===== config.mk =====
export PLATFORM = sky130hd
export DESIGN_NAME = writeback_stage_param_flat
export DESIGN_NICKNAME = d
export VERILOG_FILES = /design/src/rtl/writeback_stage_param_pkg.sv /design/src/rtl/writeback_stage_param_if.sv /design/src/rtl/writeback_stage_param_load_formatter.sv /design/src/rtl/writeback_stage_param.sv /design/src/flat_wrapper.sv
export SDC_FILE = /design/constraint.sdc
export NUM_CORES = 1
export LEC_CHECK = 0
export CORE_ASPECT_RATIO = 0.7
export CORE_UTILIZATION = 55
export CTS_BUF_LIST = sky130_fd_sc_hd__clkbuf_4
export CTS_CLUSTER_DIAMETER = 200
export DETAILED_ROUTE_END_ITERATION = 10
export GPL_TIMING_DRIVEN = 1
export PLACE_DENSITY_LB_ADDON = 0.25
export REMOVE_ABC_BUFFERS = 1
export SLEW_MARGIN = 20
export SYNTH_ARGS = -nofsm -noshare
export SYNTH_HDL_FRONTEND = slang
export SYNTH_HIERARCHICAL = 1
export SYNTH_SLANG_ARGS = --single-unit

===== constraint.sdc =====
create_clock -name clk -period 5 [get_ports clk]
set_input_delay 0.75 -clock clk [delete_from_list [all_inputs] [get_ports clk]]
set_output_delay 0.75 -clock clk [all_outputs]
set_load 0.01 [all_outputs]

===== src/rtl/writeback_stage_param_pkg.sv =====
// Shared encodings and pipeline-register control fields for the writeback stage.
// XLEN-sized data fields are added around wb_ctrl_t inside the top, because a package cannot take a parameter.
package riscv_wb_pkg;

  localparam logic [1:0] RES_ALU = 2'b00;
  localparam logic [1:0] RES_MEM = 2'b01;
  localparam logic [1:0] RES_PC4 = 2'b10;
  localparam logic [1:0] RES_CSR = 2'b11;

  localparam logic [2:0] LD_B  = 3'b000;
  localparam logic [2:0] LD_H  = 3'b001;
  localparam logic [2:0] LD_W  = 3'b010;
  localparam logic [2:0] LD_BU = 3'b100;
  localparam logic [2:0] LD_HU = 3'b101;

  typedef struct packed {
    logic       valid;
    logic       regwrite;
    logic [1:0] ressrc;
    logic [4:0] rd;
    logic       ecc_corr;
    logic       ecc_uncorr;
  } wb_ctrl_t;

endpackage


===== src/rtl/writeback_stage_param_if.sv =====
// MEM->WB handshake bundle: memory-stage results and pipeline control in, register-file write and diagnostics out.
// No valid/ready flow control; StallW holds the stage and FlushW invalidates it.
interface writeback_stage_param_if #(
  parameter int XLEN  = 32,
  parameter int CNT_W = 32
);
  logic             StallW;
  logic             FlushW;
  logic             ValidM;
  logic             RegWriteM;
  logic [1:0]       ResultSrcM;
  logic [2:0]       LoadTypeM;
  logic [4:0]       RdM;
  logic [XLEN-1:0]  ALU_ResultM;
  logic [XLEN-1:0]  ReadDataM;
  logic [XLEN-1:0]  PCPlus4M;
  logic [XLEN-1:0]  CsrDataM;
  logic             EccCorrM;
  logic             EccUncorrM;
  logic             ErrClr;
  logic [XLEN-1:0]  ResultW;
  logic [4:0]       RdW;
  logic             RegWriteW;
  logic             ValidW;
  logic             EccErrSticky;
  logic [CNT_W-1:0] RetireCount;
  logic [CNT_W-1:0] CorrCount;

  modport master (
    output StallW, FlushW, ValidM, RegWriteM, ResultSrcM, LoadTypeM, RdM,
           ALU_ResultM, ReadDataM, PCPlus4M, CsrDataM, EccCorrM, EccUncorrM, ErrClr,
    input  ResultW, RdW, RegWriteW, ValidW, EccErrSticky, RetireCount, CorrCount
  );

  modport slave (
    input  StallW, FlushW, ValidM, RegWriteM, ResultSrcM, LoadTypeM, RdM,
           ALU_ResultM, ReadDataM, PCPlus4M, CsrDataM, EccCorrM, EccUncorrM, ErrClr,
    output ResultW, RdW, RegWriteW, ValidW, EccErrSticky, RetireCount, CorrCount
  );
endinterface


===== src/rtl/writeback_stage_param_load_formatter.sv =====
// Combinational load formatter: extracts byte/half at the address offset and sign/zero-extends to XLEN.
// Zero latency, no backpressure.
module load_formatter
  import riscv_wb_pkg::*;
#(
  parameter int XLEN = 32
) (
  input  logic [XLEN-1:0] read_data,
  input  logic [1:0]      offset,
  input  logic [2:0]      load_type,
  output logic [XLEN-1:0] data_fmt
);

  logic [7:0]  byte_sel;
  logic [15:0] half_sel;

  // Halfword loads ignore offset[0]; misalignment is handled upstream.
  assign byte_sel = read_data[{offset, 3'b000} +: 8];
  assign half_sel = offset[1] ? read_data[31:16] : read_data[15:0];

  always_comb begin
    data_fmt = XLEN'($signed(read_data[31:0]));
    case (load_type)
      LD_B:    data_fmt = XLEN'($signed(byte_sel));
      LD_H:    data_fmt = XLEN'($signed(half_sel));
      LD_BU:   data_fmt = XLEN'(byte_sel);
      LD_HU:   data_fmt = XLEN'(half_sel);
      default: data_fmt = XLEN'($signed(read_data[31:0]));
    endcase
  end

endmodule


===== src/rtl/writeback_stage_param.sv =====
// MEM/WB pipeline register with result select, register-file write gating, retire/ECC counters and error sticky.
// One cycle M->W latency; StallW holds the slot, FlushW invalidates it (flush wins).
module writeback_stage_param
  import riscv_wb_pkg::*;
#(
  parameter int XLEN  = 32,
  parameter int CNT_W = 32
) (
  input  logic                   clk,
  input  logic                   rst,
  writeback_stage_param_if.slave bus
);

  typedef struct packed {
    wb_ctrl_t        ctrl;
    logic [XLEN-1:0] alu;
    logic [XLEN-1:0] mem_fmt;
    logic [XLEN-1:0] pc4;
    logic [XLEN-1:0] csr;
  } wb_reg_t;

  logic [XLEN-1:0] mem_fmt;
  wb_reg_t         wb_d;
  wb_reg_t         wb_q;
  logic            load_bad;
  logic            retire;
  logic            sticky_set;
  logic            err_sticky;
  logic [CNT_W-1:0] retire_cnt;
  logic [CNT_W-1:0] corr_cnt;

  load_formatter #(.XLEN(XLEN)) u_load_formatter (
    .read_data (bus.ReadDataM),
    .offset    (bus.ALU_ResultM[1:0]),
    .load_type (bus.LoadTypeM),
    .data_fmt  (mem_fmt)
  );

  always_comb begin
    wb_d                 = '0;
    wb_d.ctrl.valid      = bus.ValidM;
    wb_d.ctrl.regwrite   = bus.RegWriteM;
    wb_d.ctrl.ressrc     = bus.ResultSrcM;
    wb_d.ctrl.rd         = bus.RdM;
    wb_d.ctrl.ecc_corr   = bus.EccCorrM;
    wb_d.ctrl.ecc_uncorr = bus.EccUncorrM;
    wb_d.alu             = bus.ALU_ResultM;
    wb_d.mem_fmt         = mem_fmt;
    wb_d.pc4             = bus.PCPlus4M;
    wb_d.csr             = bus.CsrDataM;
  end

  always_ff @(posedge clk or negedge rst) begin
    if (!rst) begin
      wb_q <= '0;
    end else if (bus.FlushW) begin
      wb_q.ctrl.valid      <= 1'b0;
      wb_q.ctrl.ecc_corr   <= 1'b0;
      wb_q.ctrl.ecc_uncorr <= 1'b0;
    end else if (!bus.StallW) begin
      wb_q <= wb_d;
    end
  end

  always_comb begin
    bus.ResultW = wb_q.alu;
    case (wb_q.ctrl.ressrc)
      RES_MEM: bus.ResultW = wb_q.mem_fmt;
      RES_PC4: bus.ResultW = wb_q.pc4;
      RES_CSR: bus.ResultW = wb_q.csr;
      default: bus.ResultW = wb_q.alu;
    endcase
  end

  assign load_bad      = wb_q.ctrl.ecc_uncorr & (wb_q.ctrl.ressrc == RES_MEM);
  assign bus.RegWriteW = wb_q.ctrl.valid & wb_q.ctrl.regwrite & (wb_q.ctrl.rd != 5'd0) & ~load_bad;
  assign bus.RdW       = wb_q.ctrl.rd;
  assign bus.ValidW    = wb_q.ctrl.valid;

  // A held slot retires only on the edge it is released, so stalls never double-count.
  assign retire     = ~bus.StallW & wb_q.ctrl.valid & ~wb_q.ctrl.ecc_uncorr;
  assign sticky_set = bus.ValidM & bus.EccUncorrM & (bus.ResultSrcM == RES_MEM)
                    & ~bus.StallW & ~bus.FlushW;

  always_ff @(posedge clk or negedge rst) begin
    if (!rst) begin
      retire_cnt <= '0;
      corr_cnt   <= '0;
      err_sticky <= 1'b0;
    end else begin
      if (retire && (retire_cnt != '1)) retire_cnt <= retire_cnt + 1'b1;
      if (retire && wb_q.ctrl.ecc_corr && (corr_cnt != '1)) corr_cnt <= corr_cnt + 1'b1;
      if (sticky_set)      err_sticky <= 1'b1;
      else if (bus.ErrClr) err_sticky <= 1'b0;
    end
  end

  assign bus.RetireCount  = retire_cnt;
  assign bus.CorrCount    = corr_cnt;
  assign bus.EccErrSticky = err_sticky;

endmodule


===== src/flat_wrapper.sv =====
// flat-port wrapper written by rule: the top's interface ports become plain ports
module writeback_stage_param_flat import riscv_wb_pkg::*;
#(
  parameter int XLEN  = 32,
  parameter int CNT_W = 32
)
  (clk, rst, bus_StallW, bus_FlushW, bus_ValidM, bus_RegWriteM, bus_ResultSrcM, bus_LoadTypeM, bus_RdM, bus_ALU_ResultM, bus_ReadDataM, bus_PCPlus4M, bus_CsrDataM, bus_EccCorrM, bus_EccUncorrM, bus_ErrClr, bus_ResultW, bus_RdW, bus_RegWriteW, bus_ValidW, bus_EccErrSticky, bus_RetireCount, bus_CorrCount);
  writeback_stage_param_if #(.XLEN(XLEN), .CNT_W(CNT_W)) bus_i ();
  input  logic clk;
  input  logic rst;
  input wire logic [$bits(bus_i.StallW)-1:0] bus_StallW;
  input wire logic [$bits(bus_i.FlushW)-1:0] bus_FlushW;
  input wire logic [$bits(bus_i.ValidM)-1:0] bus_ValidM;
  input wire logic [$bits(bus_i.RegWriteM)-1:0] bus_RegWriteM;
  input wire logic [$bits(bus_i.ResultSrcM)-1:0] bus_ResultSrcM;
  input wire logic [$bits(bus_i.LoadTypeM)-1:0] bus_LoadTypeM;
  input wire logic [$bits(bus_i.RdM)-1:0] bus_RdM;
  input wire logic [$bits(bus_i.ALU_ResultM)-1:0] bus_ALU_ResultM;
  input wire logic [$bits(bus_i.ReadDataM)-1:0] bus_ReadDataM;
  input wire logic [$bits(bus_i.PCPlus4M)-1:0] bus_PCPlus4M;
  input wire logic [$bits(bus_i.CsrDataM)-1:0] bus_CsrDataM;
  input wire logic [$bits(bus_i.EccCorrM)-1:0] bus_EccCorrM;
  input wire logic [$bits(bus_i.EccUncorrM)-1:0] bus_EccUncorrM;
  input wire logic [$bits(bus_i.ErrClr)-1:0] bus_ErrClr;
  output wire logic [$bits(bus_i.ResultW)-1:0] bus_ResultW;
  output wire logic [$bits(bus_i.RdW)-1:0] bus_RdW;
  output wire logic [$bits(bus_i.RegWriteW)-1:0] bus_RegWriteW;
  output wire logic [$bits(bus_i.ValidW)-1:0] bus_ValidW;
  output wire logic [$bits(bus_i.EccErrSticky)-1:0] bus_EccErrSticky;
  output wire logic [$bits(bus_i.RetireCount)-1:0] bus_RetireCount;
  output wire logic [$bits(bus_i.CorrCount)-1:0] bus_CorrCount;
  assign bus_i.StallW = bus_StallW;
  assign bus_i.FlushW = bus_FlushW;
  assign bus_i.ValidM = bus_ValidM;
  assign bus_i.RegWriteM = bus_RegWriteM;
  assign bus_i.ResultSrcM = bus_ResultSrcM;
  assign bus_i.LoadTypeM = bus_LoadTypeM;
  assign bus_i.RdM = bus_RdM;
  assign bus_i.ALU_ResultM = bus_ALU_ResultM;
  assign bus_i.ReadDataM = bus_ReadDataM;
  assign bus_i.PCPlus4M = bus_PCPlus4M;
  assign bus_i.CsrDataM = bus_CsrDataM;
  assign bus_i.EccCorrM = bus_EccCorrM;
  assign bus_i.EccUncorrM = bus_EccUncorrM;
  assign bus_i.ErrClr = bus_ErrClr;
  assign bus_ResultW = bus_i.ResultW;
  assign bus_RdW = bus_i.RdW;
  assign bus_RegWriteW = bus_i.RegWriteW;
  assign bus_ValidW = bus_i.ValidW;
  assign bus_EccErrSticky = bus_i.EccErrSticky;
  assign bus_RetireCount = bus_i.RetireCount;
  assign bus_CorrCount = bus_i.CorrCount;
  writeback_stage_param #(.XLEN(XLEN), .CNT_W(CNT_W)) u_core (.clk(clk), .rst(rst), .bus(bus_i));
endmodule

* Word-level counts from Yosys, hierarchy flattened
Cells that the tools add are included.
** Operators by class
- $add $sub $neg :: 2
- Eq/ne operators :: 10
- Shift-type cells :: 1
- Mux-type cells :: 8
- Bitwise logic cells :: 14
- Reduce and logical (&&, ||, !) cells :: 7
** Operators with widths (number)
- 139-bit two-way mux :: 1
- 32-bit one-hot mux with 4 select lines :: 1
- 32-bit one-hot mux with 3 select lines :: 1
- 32-bit by 1-bit adder with 32-bit output (second input constant) :: 2
- 32-bit inequality test (second input constant) :: 2
- 32-bit by 6-bit variable part select with 8-bit output :: 1
- 16-bit two-way mux :: 1
- 1-bit AND :: 10
- 3-bit equality test (second input constant) :: 2
- 5-bit nonzero test :: 1
- 2-bit by 1-bit equality test with 1-bit output (second input constant) :: 2
- 2-bit equality test (second input constant) :: 2
- 1-bit inverter :: 4
- 3-bit by 1-bit equality test with 1-bit output (second input constant) :: 1
- 1-bit logical AND :: 3
- 3-bit logical NOT :: 1
- 1-bit two-way mux :: 3
- 2-bit two-way mux :: 1
- 2-bit by 1-bit inequality test with 1-bit output (second input constant) :: 1
- 2-bit AND reduction :: 1
- 2-bit nonzero test :: 1
** Word-level totals
- Register bits after elaboration :: 204
- Input bits :: 147
- Output and inout port bits :: 104
- Logic and storage cells :: 55

* Logic depth before layout (Yosys ltp)
- Word-level depth :: 5
- Mapped depth :: 8
- Depth with buffers taken out :: 6

* Modules after synthesis
The synthesis kept the hierarchy.
** By module, submodules not included
- writeback_stage_param :: instances 1, cells an instance 644, area an instance 9081.2 µm², sequential area each 5104.9 µm²
- load_formatter :: instances 1, cells an instance 118, area an instance 760.7 µm², sequential area each 0.0 µm²

* Worst setup path before layout
No wires, ideal clock.
- Path type :: reg2out
- Start point :: register u_core/wb_q[135] (netlist name)
- End point :: output port bus_ResultW[17]
- Arrival time :: 1.701 ns
- Data required time :: 4.250 ns
- Path slack :: 2.549 ns
- Stages on the path, launching flop included :: 4
- Path buffers :: 2
- Cells stage by stage :: dfrtp_1 clkbuf_1 buf_1 mux4_2
** On the way
- Cells in the longest elaborated chain, start to end :: 2
- Elaborated cells between the ends (all ways) :: 4
- Those cells by class :: eq/ne (3); mux (1)
** RTL lines
- from (decl) :: line writeback_stage_param.sv:24 : wb_reg_t wb_q;
- from (signal assigned) :: line writeback_stage_param.sv:61 : wb_q <= wb_d;
- 2-bit equality test or 2-bit by 1-bit equality test with 1-bit output (tied branches) :: line writeback_stage_param.sv:67 : case (wb_q.ctrl.ressrc)
- 32-bit one-hot mux with 3 select lines (*) :: line writeback_stage_param.sv:67
- to (decl) :: line flat_wrapper.sv:25 : output wire logic [$bits(bus_i.ResultW)-1:0] bus_ResultW;
Every way passes the cells marked *; elsewhere a longest branch is shown, timed or not.

* Worst setup path in the final report
- Start point :: register u_core/wb_q[135] (netlist name)
- End point :: output port bus_ResultW[10]
The elaborated chain is that of the path after synthesis.

==> key figures <==
Detailed routing
  • TritonRoute pass-1 iters: 5
  • Drt wl/cell: 18.9 microns
  • Vias per Instance: roughly 5.6
  • Total Wirelength: 24300 microns
  • Vias post-DR: between 7k and 8k
  • Post-route ant nets: 0
  • Starting DRT DRC Count: between 500 and 600
  • DRC viols: 0

Min path
  • Hold Crit Class: in2async

Worst setup path
  • CP Data Required Time: between 4 and 5 ns
  • CP Class: reg2out
  • Worst path arrival time: between 2 and 3 ns
  • CP startpoint: u_core/wb_q[135]$_DFFE_PN0P_
  • CP Max Fanout: 18
  • Critical Path End Type: primary output
  • Startpoint Class: register
  • Reg2reg start: u_core/bus.CorrCount[21]$_DFFE_PN0P_

Yosys
  • Most frequent cell after synthesis: dfrtp_1
  • Share of the synthesized area in the top cell type: 51.9%
  • Main combinational cell family by area after synthesis: multiplexers
  • Syn Inst Count: between 700 and 800
  • Mux cell area share after synthesis: 25.2%
  • Seq/Total Area, Yosys: 51.9%
  • Dominant cell type by area after synthesis: dfrtp_1
  • Largest cells by area after synthesis: dfrtp_1, mux2_2, mux4_2
  • Most instantiated cells after synthesis: dfrtp_1, mux2_2, nand2_1
  • Number of synthesized flops with an enable pin: 0
  • Ys flop type: dfrtp_1
  • Area of the mapped netlist: 9840 sq um
  • Synth Register Bits: 204
  • Synth cell types: 44
  • Xor/xnor share of the synthesized area: under 10%
  • Compound-gate portion of the synthesized area: 2.43%
  • Avg Inst Size Synth: 12.9 sq um
  • Adder-Cell Fraction of Synth Area: 0.254%
  • FFs w/ async S/R, synth: 100%
  • Simple-gate area share of the yosys netlist: 12.1%
  • Syn. warnings: 6

Timing
  • Post-layout min period: 3.60 ns
  • Period utilization: a little over 70%
  • RSZ-0062 raised after global routing: false
  • Clock Skew: 0.0189 ns
  • Final worst slack: 1.40 ns
  • Fin. Hold Viols: 0
  • Fin. max-slew vios: 0
  • Final-report setup violation count: 0
  • Least-Margin Pin Slew: 0.981 ns
  • Fmax: 0.277 GHz
  • Max_slew headroom: 34.6%

Die
  • Std-Cell Core Area: 17300 sq um
  • Die Wd: ~160 microns
  • Die Area: 18400 sq um
  • Initial Utilization: 56.8%
  • Die Height: 114 microns
  • Num ports: 251
  • Cell row count: 40

Clock network
  • CTS max path bufs: 3
  • Clk sinks: roughly 200
  • Hold-fix buffers at CTS: 0
  • Clk slew on worst S/H paths: 0.07 ns
  • Clock Latency Late Sink: 0.60 ns
  • Post-CTS Resized: 0
  • Post-CTS setup buffer count: 0
  • TritonCTS clock tree: done
  • Cts bufs inserted: 50
  • Root buf cell: clkbuf_4
  • H-tree Lvls: 2

GRT
  • Vias in the first global route: 7545
  • First-pass GRT wire length: 39700 microns
  • Busiest grt layer: met2
  • Gr usage total: 27.4%
  • GR Util met2: just over 40%
  • GR Overflow Total: 0
  • Initial antenna violation count: 1
  • Grt met3 use: 7.42%
  • Global routing usage on met1: roughly two fifths
  • Largest net degree at the start of global routing: 122

Pwr
  • Maximum VDD drop: 0.000218 V
  • Leakage: 5.56 nW
  • Power Dens Cells: 322 nW/um^2

Cells and area
  • Share of cells above drive strength 1: 25.3%
  • Fillers: ~1.2k
  • Layout net count: 1173
  • Final Core Density: 75.4%
  • Area grow syn2layout: 32.6%

Place
  • Place WS: 1.66 ns
  • Hpwl dp: 17300 microns
  • Number of port buffers: 250
  • GP Congestion: 0.856

Job
  • Maxcap violations: 0

Outcome
  • Status: completed
layout by cell type, fill, tap and decap left out, types with 2 or more instances in the layout:
master | synthesis | routed
nor2_1 | 25 | 24
inv_1 | 9 | 9
nand3_1 | 42 | 42
nand3b_1 | 10 | 10
and2_1 | 3 | 3
nand2_1 | 50 | 50
and3_1 | 10 | 10
nor4_1 | 7 | 7
clkinv_1 | 0 | 8
nor3b_1 | 3 | 3
clkdlybuf4s50_1 | 0 | 249
mux4_2 | 33 | 33
nor3_1 | 10 | 10
nand4_1 | 29 | 29
nand4b_1 | 2 | 2
clkbuf_4 | 0 | 72
nor3_2 | 3 | 3
xor2_1 | 26 | 26
a21oi_1 | 13 | 13
o22a_1 | 8 | 8
buf_4 | 6 | 5
mux2i_1 | 16 | 16
and4_1 | 8 | 8
dfrtp_1 | 204 | 202
o21ai_0 | 3 | 3
mux2_2 | 140 | 140
xnor2_1 | 34 | 34
clkinv_2 | 0 | 2
o211ai_1 | 5 | 5
dfrtp_2 | 0 | 2
ha_1 | 2 | 2
nand2b_1 | 2 | 2
nor2b_1 | 7 | 7
metrics by stage:
step | setup TNS (ns) | power [mW] | cell area (sq um) | cells | hold slack [ns]
2_1_floorplan | -308.09 | 2.45 | 9600 | 716 | 0.454
3_3_place_gp | 0 | 2.92 | 12500 | 1203 | 0.478
3_5_place_dp | 0 | 2.95 | 12500 | 1203 | 0.491
4_1_cts | 0 | 4.25 | 13000 | 1286 | 0.299
5_1_grt | 0 | 4.43 | 13100 | 1287 | 0.345
6_report | 0 | 4.20 | 13100 | 1287 | 0.273
registers in the layout, indices dropped and copies added, names as in the netlist:
name,count
u_core/bus.CorrCount,32
u_core/bus.EccErrSticky,1
u_core/bus.RdW,5
u_core/bus.RetireCount,32
u_core/bus.ValidW,1
u_core/wb_q,133
power breakdown:
part           leakage (nW)  internal (mW)  switching, mW
clock network         0.356          0.655          0.636
registers              2.54           1.84          0.168
logic                  2.66          0.587          0.311
total                  5.56           3.09           1.12
kinds of logic (layout without fill, tap and decap cells):
| group | Yosys count | count (layout) |
|---|---|---|
| XOR/XNOR | 60 | 60 |
| other | 0 | 1 |
| adder cells (fa/ha/maj) | 2 | 2 |
| AND/OR/NAND/NOR | 217 | 217 |
| multiplexers | 189 | 189 |
| flip-flops | 204 | 204 |
| AO/OA/AOI/OAI | 35 | 35 |
| buffers and inverters | 55 | 348 |
area by class of cell:
type / instances / area [sq um] / share of cell area, %
flip-flops and latches: 204 / 5110 / 39.1
well taps: 231 / 289 / 2.21
diodes: 1 / 2.50 / 0.0192
multi-input cells: 503 / 4470 / 34.3
repair buffers: 256 / 2560 / 19.6
inverters: 9 / 33.8 / 0.259
clock inverters: 11 / 43.8 / 0.336
clock buffers: 72 / 541 / 4.14
path summary, 6_finish.rpt:
kind	to	slack [ns]	depth (start not counted)
max in group asynchronous	u_core/bus.CorrCount[14]$_DFFE_PN0P_	3.73	2
hold / removal	u_core/wb_q[13]$_DFFE_PN0P_	0.27	1
setup reg to reg	u_core/bus.CorrCount[1]$_DFFE_PN0P_	2.50	5
hold reg to reg	u_core/bus.RetireCount[31]$_DFFE_PN0P_	0.50	1
min in group clk	u_core/bus.RetireCount[31]$_DFFE_PN0P_	0.50	1
setup / recovery	bus_ResultW[10]	1.40	3
metal layers:
| layer | up-vias | part of all wire (%) |
|---|---|---|
| met2 | 285 | 45 |
| met3 | 44 | 7.8 |
| met1 | 3602 | 45 |
| met4 | 0 | 2.0 |
| met5 | - | 0 |
| li1 | 3327 | - |
worst max-delay path: stages (launching register included):
cell and delay (ns):
dfrtp_2 0.77, buf_4 0.44, mux4_2 0.55, clkdlybuf4s50_1 0.50
Power figures use the tool's default switching activity.
